### src/rtl/memory_arbiter_pkg.sv
// Shared types and helpers for the fetch/data memory arbiter.
package memory_arbiter_pkg;

  typedef enum logic [1:0] {
    ARB_IDLE   = 2'd0,
    ARB_ACCESS = 2'd1,
    ARB_RESP   = 2'd2
  } arb_state_e;

  typedef enum logic {
    OWN_IF = 1'b0,
    OWN_D  = 1'b1
  } owner_e;

  localparam logic [3:0] BE_ALL = 4'hF;
  localparam int         TCNT_W = 16;

  // Memory sees word addresses only; the low two byte-offset bits are dropped.
  function automatic logic [31:0] word_align(input logic [31:0] addr);
    return addr & 32'hFFFF_FFFC;
  endfunction

endpackage

### src/rtl/arb_timeout_counter.sv
// Access watchdog: counts cycles spent waiting on memory, flags TIMEOUT-1.
module arb_timeout_counter
  import memory_arbiter_pkg::*;
#(
  parameter int unsigned TIMEOUT = 255
) (
  input  logic              clk,
  input  logic              rst,
  input  logic              clr,
  input  logic              load,
  input  logic [TCNT_W-1:0] load_val,
  input  logic              en,
  output logic              tc
);

  logic [TCNT_W-1:0] count_q, count_d;

  assign tc = (count_q == TCNT_W'(TIMEOUT - 1));

  // NOTE: every always_comb output gets a default first, so no path leaves it unassigned and no latch is inferred.
  always_comb begin
    count_d = count_q;
    if (clr) begin
      count_d = '0;
    end else if (load) begin
      count_d = load_val;
    end else if (en && !tc) begin
      count_d = count_q + 1'b1;
    end
  end

  // NOTE: state registers use non-blocking assignment so all flops update together at the edge.
  always_ff @(posedge clk or negedge rst) begin
    if (!rst) begin
      count_q <= '0;
    end else begin
      count_q <= count_d;
    end
  end

endmodule

### src/rtl/memory_arbiter.sv
// Two-port (fetch, load/store) arbiter onto one single-ported memory with
// data priority, a fetch anti-starvation streak limit and an access timeout.
module memory_arbiter
  import memory_arbiter_pkg::*;
#(
  parameter int unsigned MAX_STREAK = 4,
  parameter int unsigned TIMEOUT    = 255
) (
  input  logic        clk,
  input  logic        rst,
  input  logic        if_req,
  input  logic [31:0] if_addr,
  output logic        if_ack,
  output logic [31:0] if_rdata,
  output logic        if_err,
  input  logic        d_req,
  input  logic        d_we,
  input  logic [31:0] d_addr,
  input  logic [3:0]  d_be,
  input  logic [31:0] d_wdata,
  output logic        d_ack,
  output logic [31:0] d_rdata,
  output logic        d_err,
  output logic        mem_req,
  output logic        mem_we,
  output logic [31:0] mem_addr,
  output logic [3:0]  mem_be,
  output logic [31:0] mem_wdata,
  input  logic        mem_ready,
  input  logic [31:0] mem_rdata
);

  localparam int STREAK_W = $clog2(MAX_STREAK + 2);

  arb_state_e          state_q, state_d;
  owner_e              owner_q, owner_d;
  logic [STREAK_W-1:0] streak_q, streak_d;
  logic                if_ack_q, if_ack_d, if_err_q, if_err_d;
  logic                d_ack_q, d_ack_d, d_err_q, d_err_d;
  logic [31:0]         if_rdata_q, if_rdata_d, d_rdata_q, d_rdata_d;
  logic                mem_req_q, mem_req_d, mem_we_q, mem_we_d;
  logic [31:0]         mem_addr_q, mem_addr_d, mem_wdata_q, mem_wdata_d;
  logic [3:0]          mem_be_q, mem_be_d;

  logic                cnt_clr, cnt_en, cnt_tc;
  logic                streak_at_max;
  logic [STREAK_W-1:0] streak_inc;

  assign streak_at_max = (streak_q == STREAK_W'(MAX_STREAK));
  assign streak_inc    = streak_at_max ? streak_q : streak_q + 1'b1;

  arb_timeout_counter #(
    .TIMEOUT (TIMEOUT)
  ) u_tcnt (
    .clk      (clk),
    .rst      (rst),
    .clr      (cnt_clr),
    .load     (1'b0),
    .load_val ('0),
    .en       (cnt_en),
    .tc       (cnt_tc)
  );

  always_comb begin
    state_d     = state_q;
    owner_d     = owner_q;
    streak_d    = streak_q;
    if_ack_d    = 1'b0;
    if_err_d    = 1'b0;
    d_ack_d     = 1'b0;
    d_err_d     = 1'b0;
    if_rdata_d  = if_rdata_q;
    d_rdata_d   = d_rdata_q;
    mem_req_d   = mem_req_q;
    mem_we_d    = mem_we_q;
    mem_addr_d  = mem_addr_q;
    mem_be_d    = mem_be_q;
    mem_wdata_d = mem_wdata_q;
    cnt_clr     = 1'b0;
    cnt_en      = 1'b0;

    unique case (state_q)
      ARB_IDLE: begin
        cnt_clr = 1'b1;
        // Data wins unless fetch has already waited out MAX_STREAK data grants.
        if (d_req && !(if_req && streak_at_max)) begin
          owner_d     = OWN_D;
          mem_we_d    = d_we;
          mem_addr_d  = word_align(d_addr);
          mem_be_d    = d_be;
          mem_wdata_d = d_wdata;
          streak_d    = if_req ? streak_inc : '0;
          mem_req_d   = 1'b1;
          state_d     = ARB_ACCESS;
        end else if (if_req) begin
          owner_d    = OWN_IF;
          mem_we_d   = 1'b0;
          mem_addr_d = word_align(if_addr);
          mem_be_d   = BE_ALL;
          streak_d   = '0;
          mem_req_d  = 1'b1;
          state_d    = ARB_ACCESS;
        end
      end

      ARB_ACCESS: begin
        cnt_en = 1'b1;
        // A ready arriving on the timeout cycle still counts as a good completion.
        if (mem_ready || cnt_tc) begin
          mem_req_d = 1'b0;
          state_d   = ARB_RESP;
          if (owner_q == OWN_D) begin
            d_ack_d   = 1'b1;
            d_err_d   = !mem_ready;
            d_rdata_d = mem_ready ? mem_rdata : '0;
          end else begin
            if_ack_d   = 1'b1;
            if_err_d   = !mem_ready;
            if_rdata_d = mem_ready ? mem_rdata : '0;
          end
        end
      end

      ARB_RESP: begin
        mem_req_d = 1'b0;
        mem_we_d  = 1'b0;
        mem_be_d  = '0;
        state_d   = ARB_IDLE;
      end

      default: state_d = ARB_IDLE;
    endcase
  end

  always_ff @(posedge clk or negedge rst) begin
    if (!rst) begin
      state_q     <= ARB_IDLE;
      owner_q     <= OWN_IF;
      streak_q    <= '0;
      if_ack_q    <= 1'b0;
      if_err_q    <= 1'b0;
      d_ack_q     <= 1'b0;
      d_err_q     <= 1'b0;
      if_rdata_q  <= '0;
      d_rdata_q   <= '0;
      mem_req_q   <= 1'b0;
      mem_we_q    <= 1'b0;
      mem_addr_q  <= '0;
      mem_be_q    <= '0;
      mem_wdata_q <= '0;
    end else begin
      state_q     <= state_d;
      owner_q     <= owner_d;
      streak_q    <= streak_d;
      if_ack_q    <= if_ack_d;
      if_err_q    <= if_err_d;
      d_ack_q     <= d_ack_d;
      d_err_q     <= d_err_d;
      if_rdata_q  <= if_rdata_d;
      d_rdata_q   <= d_rdata_d;
      mem_req_q   <= mem_req_d;
      mem_we_q    <= mem_we_d;
      mem_addr_q  <= mem_addr_d;
      mem_be_q    <= mem_be_d;
      mem_wdata_q <= mem_wdata_d;
    end
  end

  assign if_ack    = if_ack_q;
  assign if_err    = if_err_q;
  assign if_rdata  = if_rdata_q;
  assign d_ack     = d_ack_q;
  assign d_err     = d_err_q;
  assign d_rdata   = d_rdata_q;
  assign mem_req   = mem_req_q;
  assign mem_we    = mem_we_q;
  assign mem_addr  = mem_addr_q;
  assign mem_be    = mem_be_q;
  assign mem_wdata = mem_wdata_q;

endmodule

### config.mk
export PLATFORM = sky130hd
export DESIGN_NAME = memory_arbiter
export DESIGN_NICKNAME = d
export VERILOG_FILES = /design/src/rtl/memory_arbiter_pkg.sv /design/src/rtl/arb_timeout_counter.sv /design/src/rtl/memory_arbiter.sv
export SDC_FILE = /design/constraint.sdc
export NUM_CORES = 1
export LEC_CHECK = 0
export CAP_MARGIN = 20
export CORE_ASPECT_RATIO = 0.5
export CORE_MARGIN = 8
export CORE_UTILIZATION = 35
export CTS_CLUSTER_DIAMETER = 30
export DETAILED_ROUTE_END_ITERATION = 10
export PLACE_DENSITY = 0.68
export SETUP_SLACK_MARGIN = 0.15
export SLEW_MARGIN = 10
export SYNTH_ARGS = -nofsm -noshare
export SYNTH_HDL_FRONTEND = slang
export SYNTH_SLANG_ARGS = --single-unit
### constraint.sdc
create_clock -name clk -period 2.5 [get_ports clk]
set_input_delay 0.5 -clock clk [delete_from_list [all_inputs] [get_ports clk]]
set_output_delay 0.5 -clock clk [all_outputs]
set_load 0.02 [all_outputs]
==> results of run 1 <==
-- stage by stage --
stage          std cells  instance area [um^2]  power (uW)  utilization
6_report            1042                 10200       13000        0.556
5_1_grt             1042                 10200       13700        0.556
4_1_cts             1042                 10200       13200        0.556
3_5_place_dp        1010                  9530       10300        0.522
3_3_place_gp        1010                  9530       10200        0.522
2_1_floorplan        521                  6480        7260            -
-- worst paths after layout --
path	end	slack [ps]	cells after the start
worst max-delay path	state_q[0]$_DFFE_PN0P_	290	5
worst min-delay path	mem_addr[17]$_DFFE_PN0P_	70	1
worst max register to register	state_q[0]$_DFFE_PN0P_	290	5
worst min register to register	mem_be[2]$_DFFE_PN0P_	470	2
max in group asynchronous	d_rdata[24]$_DFFE_PN0P_	1770	2
min in group clk	mem_be[2]$_DFFE_PN0P_	470	2
-- kinds of logic (layout without fill, tap and decap cells) --
group           Yosys count  count (layout)  share of synthesized area
fa+ha+maj                 8               8                     0.0155
other cells               1               2                   0.000579
mux                      67              67                      0.110
buf+inv                  48             329                     0.0303
compound gates          139             139                      0.154
flops                   158             158                      0.610
simple gates             99              99                     0.0790
-- routing by layer --
metal / up-vias / part of all wire / track usage
li1: 2433 / - / -
met1: 2528 / 0.41 / 0.184
met2: 126 / 0.52 / 0.288
met3: 25 / 0.045 / 0.0420
met4: 0 / 0.024 / 0.0630
met5: - / 0 / 0
-- state kept, by name (all words and copies together) (netlist names) --
register and count:
d_ack 1, d_err 1, d_rdata 32, if_ack 1, if_err 1, if_rdata 32, mem_addr 30, mem_be 4
mem_req 1, mem_wdata 32, mem_we 1, owner_q 1, state_q 2, streak_q 3, u_tcnt.count_q 16
-- cell usage in the layout (no fill, tap or decap), types with 3 or more instances in the layout --
cell	count
nand4_1	3
mux2i_1	31
inv_1	13
buf_12	6
nand2_1	47
or3_1	3
buf_4	9
o21ai_0	44
clkdlybuf4s50_1	268
clkbuf_16	17
nand3_1	10
or4_1	7
nor2_1	7
a22o_1	64
and2_1	3
o31ai_1	6
clkinv_2	3
bufinv_16	4
a21oi_1	12
dfrtp_1	158
mux2_2	36
ha_1	8
-- power breakdown --
| group | internal (uW) | switching, uW |
|---|---|---|
| registers | 3660 | 589 |
| clock network | 1710 | 1080 |
| logic | 2970 | 3020 |
| total | 8340 | 4690 |
-- final cells by class --
class | count | area [um^2] | share of cell area
Clock buffer | 19 | 443 | 0.0436
Clock inverter | 13 | 188 | 0.0185
Inverter | 13 | 48.8 | 0.00480
Multi-Input combinational cell | 315 | 2340 | 0.231
Sequential cell | 158 | 3950 | 0.389
Tap cell | 240 | 300 | 0.0296
Timing Repair Buffer | 284 | 2880 | 0.284
-- worst max-delay path, stage by stage, from the launching register on --
cell	delay [ps]
dfrtp_1	410
or4_4	560
nor4_4	420
buf_4	280
o21ai_0	130
mux2_2	290
==> results by group, run 1 <==
Clock tree
  – Clk Latency, worst-skew pair: about 410 ps
  – Number of post-CTS setup repair buffers: 0
  – Depth of the CTS H-tree: 4
  – Root Driver: clkbuf_16
  – Clk buf depth: 2
  – Number of gates resized after cts: 0
  – Clock sink count: between 150 and 200
  – TritonCTS clock tree: built
  – Hold_buf cts: 0
  – Clock transition at path regs: about 70 ps
  – Number of CTS-inserted buffers: 17

Finish
  – Fill cells: 1538
  – Area Growth Syn to Fin: 56.8%
  – Fraction of layout cells with a size suffix above 1: 0.115
  – Antenna cell count: 0
  – Nets: 935

Synthesis
  – Synth Instances: between 500 and 600
  – Syn avg cell area: ~12 um^2
  – Top cell type's share of synthesized area: 0.610
  – Main flop type after synthesis: dfrtp_1
  – Seq/Total Area, Yosys: 0.610
  – Cell Area, Synth: ~6500 um^2
  – Most numerous cell in the Yosys netlist: dfrtp_1
  – Top cells by area, synth: dfrtp_1, a22o_1, mux2_2, mux2i_1, o21ai_0
  – Number of synthesized flops with an enable pin: 0
  – Yosys cell types: 43
  – Async SR Flop Fraction: 1.00
  – Yosys reg bits: roughly 160
  – Most frequent cells after synthesis: dfrtp_1, a22o_1, nand2_1
  – Post-synth top area cell: dfrtp_1
  – Warnings, synthesis: 0

Die
  – Die Span X: 208 um
  – Row cnt: 35
  – Io pins: about 280
  – Die area: roughly 23000 um^2
  – Die Ht: approximately 110 um
  – Initial Utilization: 0.355
  – Core region area: 18300 um^2

Worst setup path
  – Critical path endpoint category: flop
  – Critical Path RT: ~2800 ps
  – Crit path launch: u_tcnt.count_q[12]$_DFFE_PN0P_
  – Critical path fanouts, max: 16
  – Crit path kind: reg2reg
  – Worst r2r src: u_tcnt.count_q[12]$_DFFE_PN0P_
  – CP Data Arrival Time: ~2500 ps
  – CP Launch Type: flop

STA
  – Setup TNS: 0 ps
  – Pins Over Slew Limit: 0
  – Hold Violations, Final: 0
  – Setup violations, final: 0
  – Post-route minimum period: 2210 ps
  – RSZ-0062 raised after global routing: no
  – Setup WS post-layout: between 200 and 300 ps
  – Actual slew at the worst max-slew pin: about 620 ps
  – Fmax: between 400 and 500 MHz
  – Skew final: 11.8 ps
  – Final hold slack: ~75 ps
  – Worst slew margin: 0.580
  – Crit share post-route: 0.886

Outcome
  – Outcome: finished clean

Global route
  – Largest net degree at the start of global routing: 63
  – Global Route Usage Sum: 0.161
  – Initial antenna violation count: 0
  – Number of global-route vias before repair: 5460
  – First-pass GRT wire length: roughly 30 mm
  – Gr ovfl total: 0

Pwr
  – Max VDD drop: about 0.0006 V
  – Leakage: between 0.004 and 0.005 uW
  – Power Dens Cells: ~1300 nW/um^2

Routing
  – Initial DRC Count: between 200 and 250
  – Final wirelength: around 19 mm
  – Initial DRT Pass Iterations: 4
  – Antenna-violating nets left: 0
  – Final routed DRC violation total: 0
  – DR vias: just over 5000
  – Routed len/inst: approximately 18 um
  – Vias/cell: 4.91

Place
  – Post-DP HPWL: around 14 mm
  – Worst setup slack after placement: between 300 and 400 ps
  – Port buffer count: 269
  – RePlAce Congestion: around 0.8

Flow run
  – Max_cap viols: 0

Min path
  – Hold Path Class: in2async
(Power assumes the default switching activity.)
==> run 2, diff against run 1 <==
--- a/config.mk
+++ b/config.mk
@@ -11,9 +11,10 @@
 export CORE_UTILIZATION = 35
 export CTS_CLUSTER_DIAMETER = 30
 export DETAILED_ROUTE_END_ITERATION = 10
-export PLACE_DENSITY = 0.68
+export PLACE_DENSITY = 0.66
 export SETUP_SLACK_MARGIN = 0.15
 export SLEW_MARGIN = 10
 export SYNTH_ARGS = -nofsm -noshare
 export SYNTH_HDL_FRONTEND = slang
+export SYNTH_HIERARCHICAL = 1
 export SYNTH_SLANG_ARGS = --single-unit
==> run 2 against run 1 <==
Effect of this change: register-to-register slack worse by 160 ps; setup slack worse by 160 ps; utilization is 0.74 points lower; first-iteration DRC count is 71% higher; largest cell class unchanged.
==> results by group, run 2 <==
Pwr
  – Gate power share: 0.519
  – Internal power: 8750 uW
  – Clock power share: 0.174
  – Sequential group share of total power: 0.307
  – NetSw: about 5800 uW
  – Max VDD drop: roughly 0.00061 V
  – Sw Share: 0.397
  – Final Power: between 10000 and 15000 uW
  – Leakage: about 0.0048 uW
  – Power Dens Cells: around 1300 nW/um^2

Clock tree
  – Depth of the CTS H-tree: 4
  – Clock transition at path regs: around 70 ps
  – Number of CTS-inserted buffers: 17
  – TritonCTS clock tree: built
  – Root Driver: clkbuf_16
  – Clock sink count: 158
  – Clk buf depth: 2
  – Hold_buf cts: 0
  – Clk Latency, worst-skew pair: about 420 ps

STA
  – Fmax: around 420 MHz
  – Crit share post-route: 0.949
  – Setup TNS: 0 ps
  – Pins Over Slew Limit: 0
  – Actual slew at the worst max-slew pin: 679 ps
  – Setup violations, final: 0
  – Post-route minimum period: ~2400 ps
  – Hold Violations, Final: 0
  – Skew final: between 10 and 15 ps
  – Worst slew margin: 0.547
  – Final hold slack: roughly 17 ps
  – RSZ-0062 raised after global routing: yes

Synthesis
  – Post-synth top area cell: dfrtp_1
  – Async SR Flop Fraction: 1.00
  – Number of synthesized flops with an enable pin: 0
  – Yosys cell types: 56
  – Most frequent cells after synthesis: dfrtp_1, nand2_1, o21ai_0
  – Cell Area, Synth: 7270 um^2
  – Syn avg cell area: 10.7 um^2
  – Most numerous cell in the Yosys netlist: dfrtp_1
  – Seq/Total Area, Yosys: 0.544
  – Top cell type's share of synthesized area: 0.544
  – Warnings, synthesis: 6
  – Synth Instances: 679
  – Yosys reg bits: approximately 160
  – Top cells by area, synth: dfrtp_1, nand2_1, mux2_4, o211ai_2, o21ai_0
  – Main flop type after synthesis: dfrtp_1

Finish
  – Final instance area: between 10000 and 15000 um^2
  – Fraction of layout cells with a size suffix above 1: 0.183
  – Commonest non-fill, non-tap cells in the layout: clkdlybuf4s50_1, dfrtp_1, nand2_1, o21ai_0, nand4_1
  – Most common cell after layout, fill and taps aside: clkdlybuf4s50_1
  – Fin cells: around 1300
  – Nets: between 1000 and 1500
  – Area Growth Syn to Fin: 54.5%

Worst setup path
  – Critical Path RT: around 2800 ps
  – CP Data Arrival Time: about 2700 ps
  – CP Cell Sequence: inv_2, ha_1, or4b_4, or4_4, clkinv_8, o21ai_4, or2_4, buf_8, o21ai_2
  – Crit-path max cell delay: between 400 and 500 ps
  – Worst path bufs/invs: 3
  – Slowest cell on the critical path: or4_4
  – Crit path kind: reg2reg
  – Critical path endpoint category: flop
  – Critical path fanouts, max: 6
  – CP Launch Type: flop
  – Top delay family on crit path: simple AND/OR/NAND/NOR gates

Die
  – Die area: roughly 26000 um^2
  – Io pins: 276
  – Row cnt: 37
  – Die Ht: 118 um
  – Core region area: between 20000 and 25000 um^2
  – Die Span X: around 220 um
  – Initial Utilization: 0.355

Place
  – Port buffer count: 269
  – Cell Area, Placed: 10400 um^2
  – Cells after DPL: approximately 1200
  – Post-DP HPWL: roughly 17 mm
  – RePlAce Congestion: 0.828

Global route
  – Gr ovfl total: 0
  – Number of global-route vias before repair: roughly 6600
  – Global Route Usage Sum: 0.176
  – First-pass GRT wire length: ~37 mm
  – Largest net degree at the start of global routing: 67
  – Initial antenna violation count: 2

Routing
  – Vias/cell: 5.05
  – Routed len/inst: approximately 19 um
  – Final wirelength: 24.0 mm
  – Initial DRT Pass Iterations: 5
  – Antenna-violating nets left: 0
  – DR vias: 6398
  – Final routed DRC violation total: 0
  – Initial DRC Count: between 400 and 500

Outcome
  – Outcome: finished clean

Flow run
  – Max_cap viols: 0

Min path
  – Hold Path Class: in2async
==> run 2: worst paths after layout <==
path | start | to | cells after the start | slack, ps
worst max-delay path | u_tcnt/count_q[0]$_DFFE_PN0P_ | if_rdata[19]$_DFFE_PN0P_ | 9 | 130
max in group asynchronous | rst | mem_addr[26]$_DFFE_PN0P_ | 2 | 1740
worst min-delay path | rst | mem_addr[9]$_DFFE_PN0P_ | 1 | 20
min in group clk | d_rdata[0]$_DFFE_PN0P_ | d_rdata[0]$_DFFE_PN0P_ | 2 | 480
worst min register to register | d_rdata[0]$_DFFE_PN0P_ | d_rdata[0]$_DFFE_PN0P_ | 2 | 480
worst max register to register | u_tcnt/count_q[0]$_DFFE_PN0P_ | if_rdata[19]$_DFFE_PN0P_ | 9 | 130
==> run 2: cells by family after synthesis <==
kind of cell    synth area share
fa+ha+maj                 0.0138
buf+inv                   0.0504
xor+xnor                 0.00482
other cells             0.000516
simple gates               0.155
compound gates             0.168
flops                      0.544
mux                       0.0635
==> run 2: what timing repair did <==
action | in CTS | in global routing
endpoints found under the setup margin | 18 | 69
resized for setup | 5 | 39
gates cloned | 0 | 4
setup buffers | 2 | 0
pin swaps | 0 | 4
==> run 2: power groups by stage <==
stage	Combinational (uW)	Sequential [uW]	Clock [uW]
final	7520	4460	2520
after global placement	7240	4430	0
after CTS	7370	4460	2580
after detailed placement	7330	4490	0
after global routing	8010	4610	2700
after floorplan	2620	5780	0
==> run 2: worst register-to-register path: stages (launching register included) <==
cell	delay, ps
dfrtp_1	390
inv_2	60
ha_1	130
or4b_4	470
or4_4	480
clkinv_8	90
o21ai_4	50
or2_4	320
buf_8	170
o21ai_2	140
==> run 2: metal layers <==
metal | vias up | share of wire | track usage
met2 | 167 | 0.53 | 0.316
met4 | 0 | 0.027 | 0.0635
met3 | 37 | 0.033 | 0.0264
met5 | - | 0 | 0
met1 | 3201 | 0.41 | 0.211
li1 | 2993 | - | -
==> run 2: final cells by class <==
type	count	area, um^2
fillers	1834	9230
flip-flops and latches	158	3950
multi-input cells	475	3170
repair buffers	310	3120
clock buffers	20	457
well taps	273	342
clock inverters	12	113
inverters	16	72.6
diodes	2	5.00
==> run 2: per-stage QoR <==
stage / setup slack [ps] / utilization
6_report: 127 / 0.549
5_1_grt: 0.529 / 0.549
4_1_cts: 146 / 0.539
3_5_place_dp: 111 / 0.510
3_3_place_gp: 120 / 0.510
2_1_floorplan: 89.1 / -
==> RTL edit (flow settings as in run 1) <==
The package constant `TCNT_W` goes from 16 to 24.
--- a/src/rtl/memory_arbiter_pkg.sv
+++ b/src/rtl/memory_arbiter_pkg.sv
@@ -14,5 +14,5 @@
 
   localparam logic [3:0] BE_ALL = 4'hF;
-  localparam int         TCNT_W = 16;
+  localparam int         TCNT_W = 24;
 
   // Memory sees word addresses only; the low two byte-offset bits are dropped.
Behaviour: same outputs for any inputs over 4 cycles, from zero or initial values and one cycle with rst low; that may be too few to reach the edited logic, so the function may still have changed.
==> RTL edit against run 1 <==
Final area increased by 5.7%. Sequential cell count increased by 8. Power increased by 1.3%. Area after synthesis increased by 7.7%. Setup slack got worse by 0.15 ns. Count of clock-buffer cells in the layout decreased by 1. First-iteration DRC count increased by 50%. Routed wire length increased by 9.7%. Largest cell class unchanged. Highest routed layer unchanged.
==> RTL edit: results (changes against run 1) <==
{| class="wikitable"
! Metric !! Value
|-
| Startpoint of the most critical setup path || u_tcnt.count_q[15]
|-
| Number of standard cells after synthesis || 568 (+9.2%)
|-
| Met3 wire length || 785 um (-8.5%)
|-
| Wire length the detailed router placed on met1 || 8.43 mm (+6.2%)
|-
| Post-route worst setup slack || 0.135 ns (-0.151 ns)
|-
| M3 GR Usage || 3.07% (-1.1 points)
|-
| Initial DRC count || 355 (+50%)
|-
| Worst hold slack || 0.0245 ns (-0.0503 ns)
|-
| Sum of met2 wire segment lengths after detailed routing || 11.2 mm (+13%)
|-
| Highest net fanout along the worst path || 5 (-11)
|-
| Status || finished clean
|-
| Standard cell area after detailed placement || 0.0101 mm^2 (+5.8%)
|-
| Cell types with the largest area share after synthesis || sky130_fd_sc_hd__dfrtp_1 (60%), sky130_fd_sc_hd__a22o_1 (7.7%), sky130_fd_sc_hd__mux2_2 (5.3%), sky130_fd_sc_hd__mux2i_1 (4.3%), sky130_fd_sc_hd__nand2_1 (3.1%)
|-
| Xor-xnor portion of the synthesized cell area || 1.63% (+1.6 points)
|-
| RR Endpoint || u_tcnt.count_q[20]
|-
| Post-CTS setup buffer count || 1 (+1)
|-
| Fraction of the mapped netlist area in adder cells || 1.44% (-0.11 points)
|-
| Mux share of post-synthesis cell area || 9.80% (-1.3 points)
|-
| Compound-Gate Fraction of Synth Area || 13.8% (-1.5 points)
|-
| Final standard cell count with taps included and fillers excluded || 1,132 (+8.6%)
|-
| Endpoint arrival time on the critical path || 2.66 ns (+0.16 ns)
|-
| Setup slack at placement || 0.0394 ns (-0.269 ns)
|-
| Pleak || 4.63 nW (+5.7%)
|-
| # nets final || 1,000 (+7.0%)
|-
| Share of post-route cells with drive strength above 1 || 13.2% (+1.7 points)
|-
| Sequential element share of the synthesized area || 59.6% (-1.5 points)
|-
| Routability congestion estimate from global placement || 0.770 (-0.94%)
|-
| NetSw || 4.94 mW (+5.4%)
|-
| First-pass GRT wire length || 32.7 mm (+6.7%)
|-
| Worst clock skew on the final layout || 0.0106 ns (-0.00123 ns)
|-
| Via count of the first global-routing pass || 5,864 (+7.4%)
|-
| Pin slew with the least headroom to its limit || 0.603 ns (-0.0205 ns)
|-
| Met1 Use GR || 19.0% (+0.61 points)
|-
| Part of the power in combinational logic || 48.3% (+2.3 points)
|-
| Distinct cell type count of the synthesized netlist || 44 (+2.3%)
|-
| Pin count of the biggest net entering global routing || 54 (-14%)
|-
| Fill cells || 1,667 (+8.4%)
|-
| Post-cts resize count || 3 (+3)
|}
RTL edit: changes by cell type after synthesis, moves of 5 or more:
| cell | before | now |
|---|---|---|
| sky130_fd_sc_hd__xnor2_1 | 0 | 5 |
| sky130_fd_sc_hd__nor3_1 | 1 | 7 |
| sky130_fd_sc_hd__dfrtp_1 | 158 | 166 |
| sky130_fd_sc_hd__buf_6 | 0 | 9 |
| sky130_fd_sc_hd__xor2_1 | 0 | 8 |
| sky130_fd_sc_hd__nand2_1 | 48 | 58 |
| sky130_fd_sc_hd__buf_1 | 0 | 5 |
| sky130_fd_sc_hd__clkbuf_1 | 26 | 17 |
| sky130_fd_sc_hd__nor2_1 | 7 | 23 |
| sky130_fd_sc_hd__buf_2 | 7 | 1 |
RTL edit: cell type report:
cell class | count | area (um^2) | share of cell area, %
clock buffers | 18 | 439 | 4.09
flip-flops and latches | 166 | 4150 | 38.7
clock inverters | 13 | 103 | 0.955
well taps | 266 | 333 | 3.10
repair buffers | 302 | 3080 | 28.7
inverters | 10 | 37.5 | 0.349
multi-input cells | 357 | 2590 | 24.1
RTL edit: power groups by stage:
stage          Combinational (mW)  Sequential (mW)  Clock [mW]
4_1_cts                      6.41             4.40        2.50
5_1_grt                      6.76             4.54        2.61
6_report                     6.37             4.40        2.43
3_3_place_gp                 6.28             4.38           0
2_1_floorplan                1.94             5.66           0
3_5_place_dp                 6.38             4.43           0
RTL edit: worst register-to-register path: stages (launching register included):
cell and delay [ns]:
sky130_fd_sc_hd__dfrtp_1 0.38, sky130_fd_sc_hd__or4_4 0.55, sky130_fd_sc_hd__or4_4 0.56, sky130_fd_sc_hd__buf_4 0.19, sky130_fd_sc_hd__o21bai_4 0.18, sky130_fd_sc_hd__nor4_1 0.08, sky130_fd_sc_hd__mux2_1 0.32
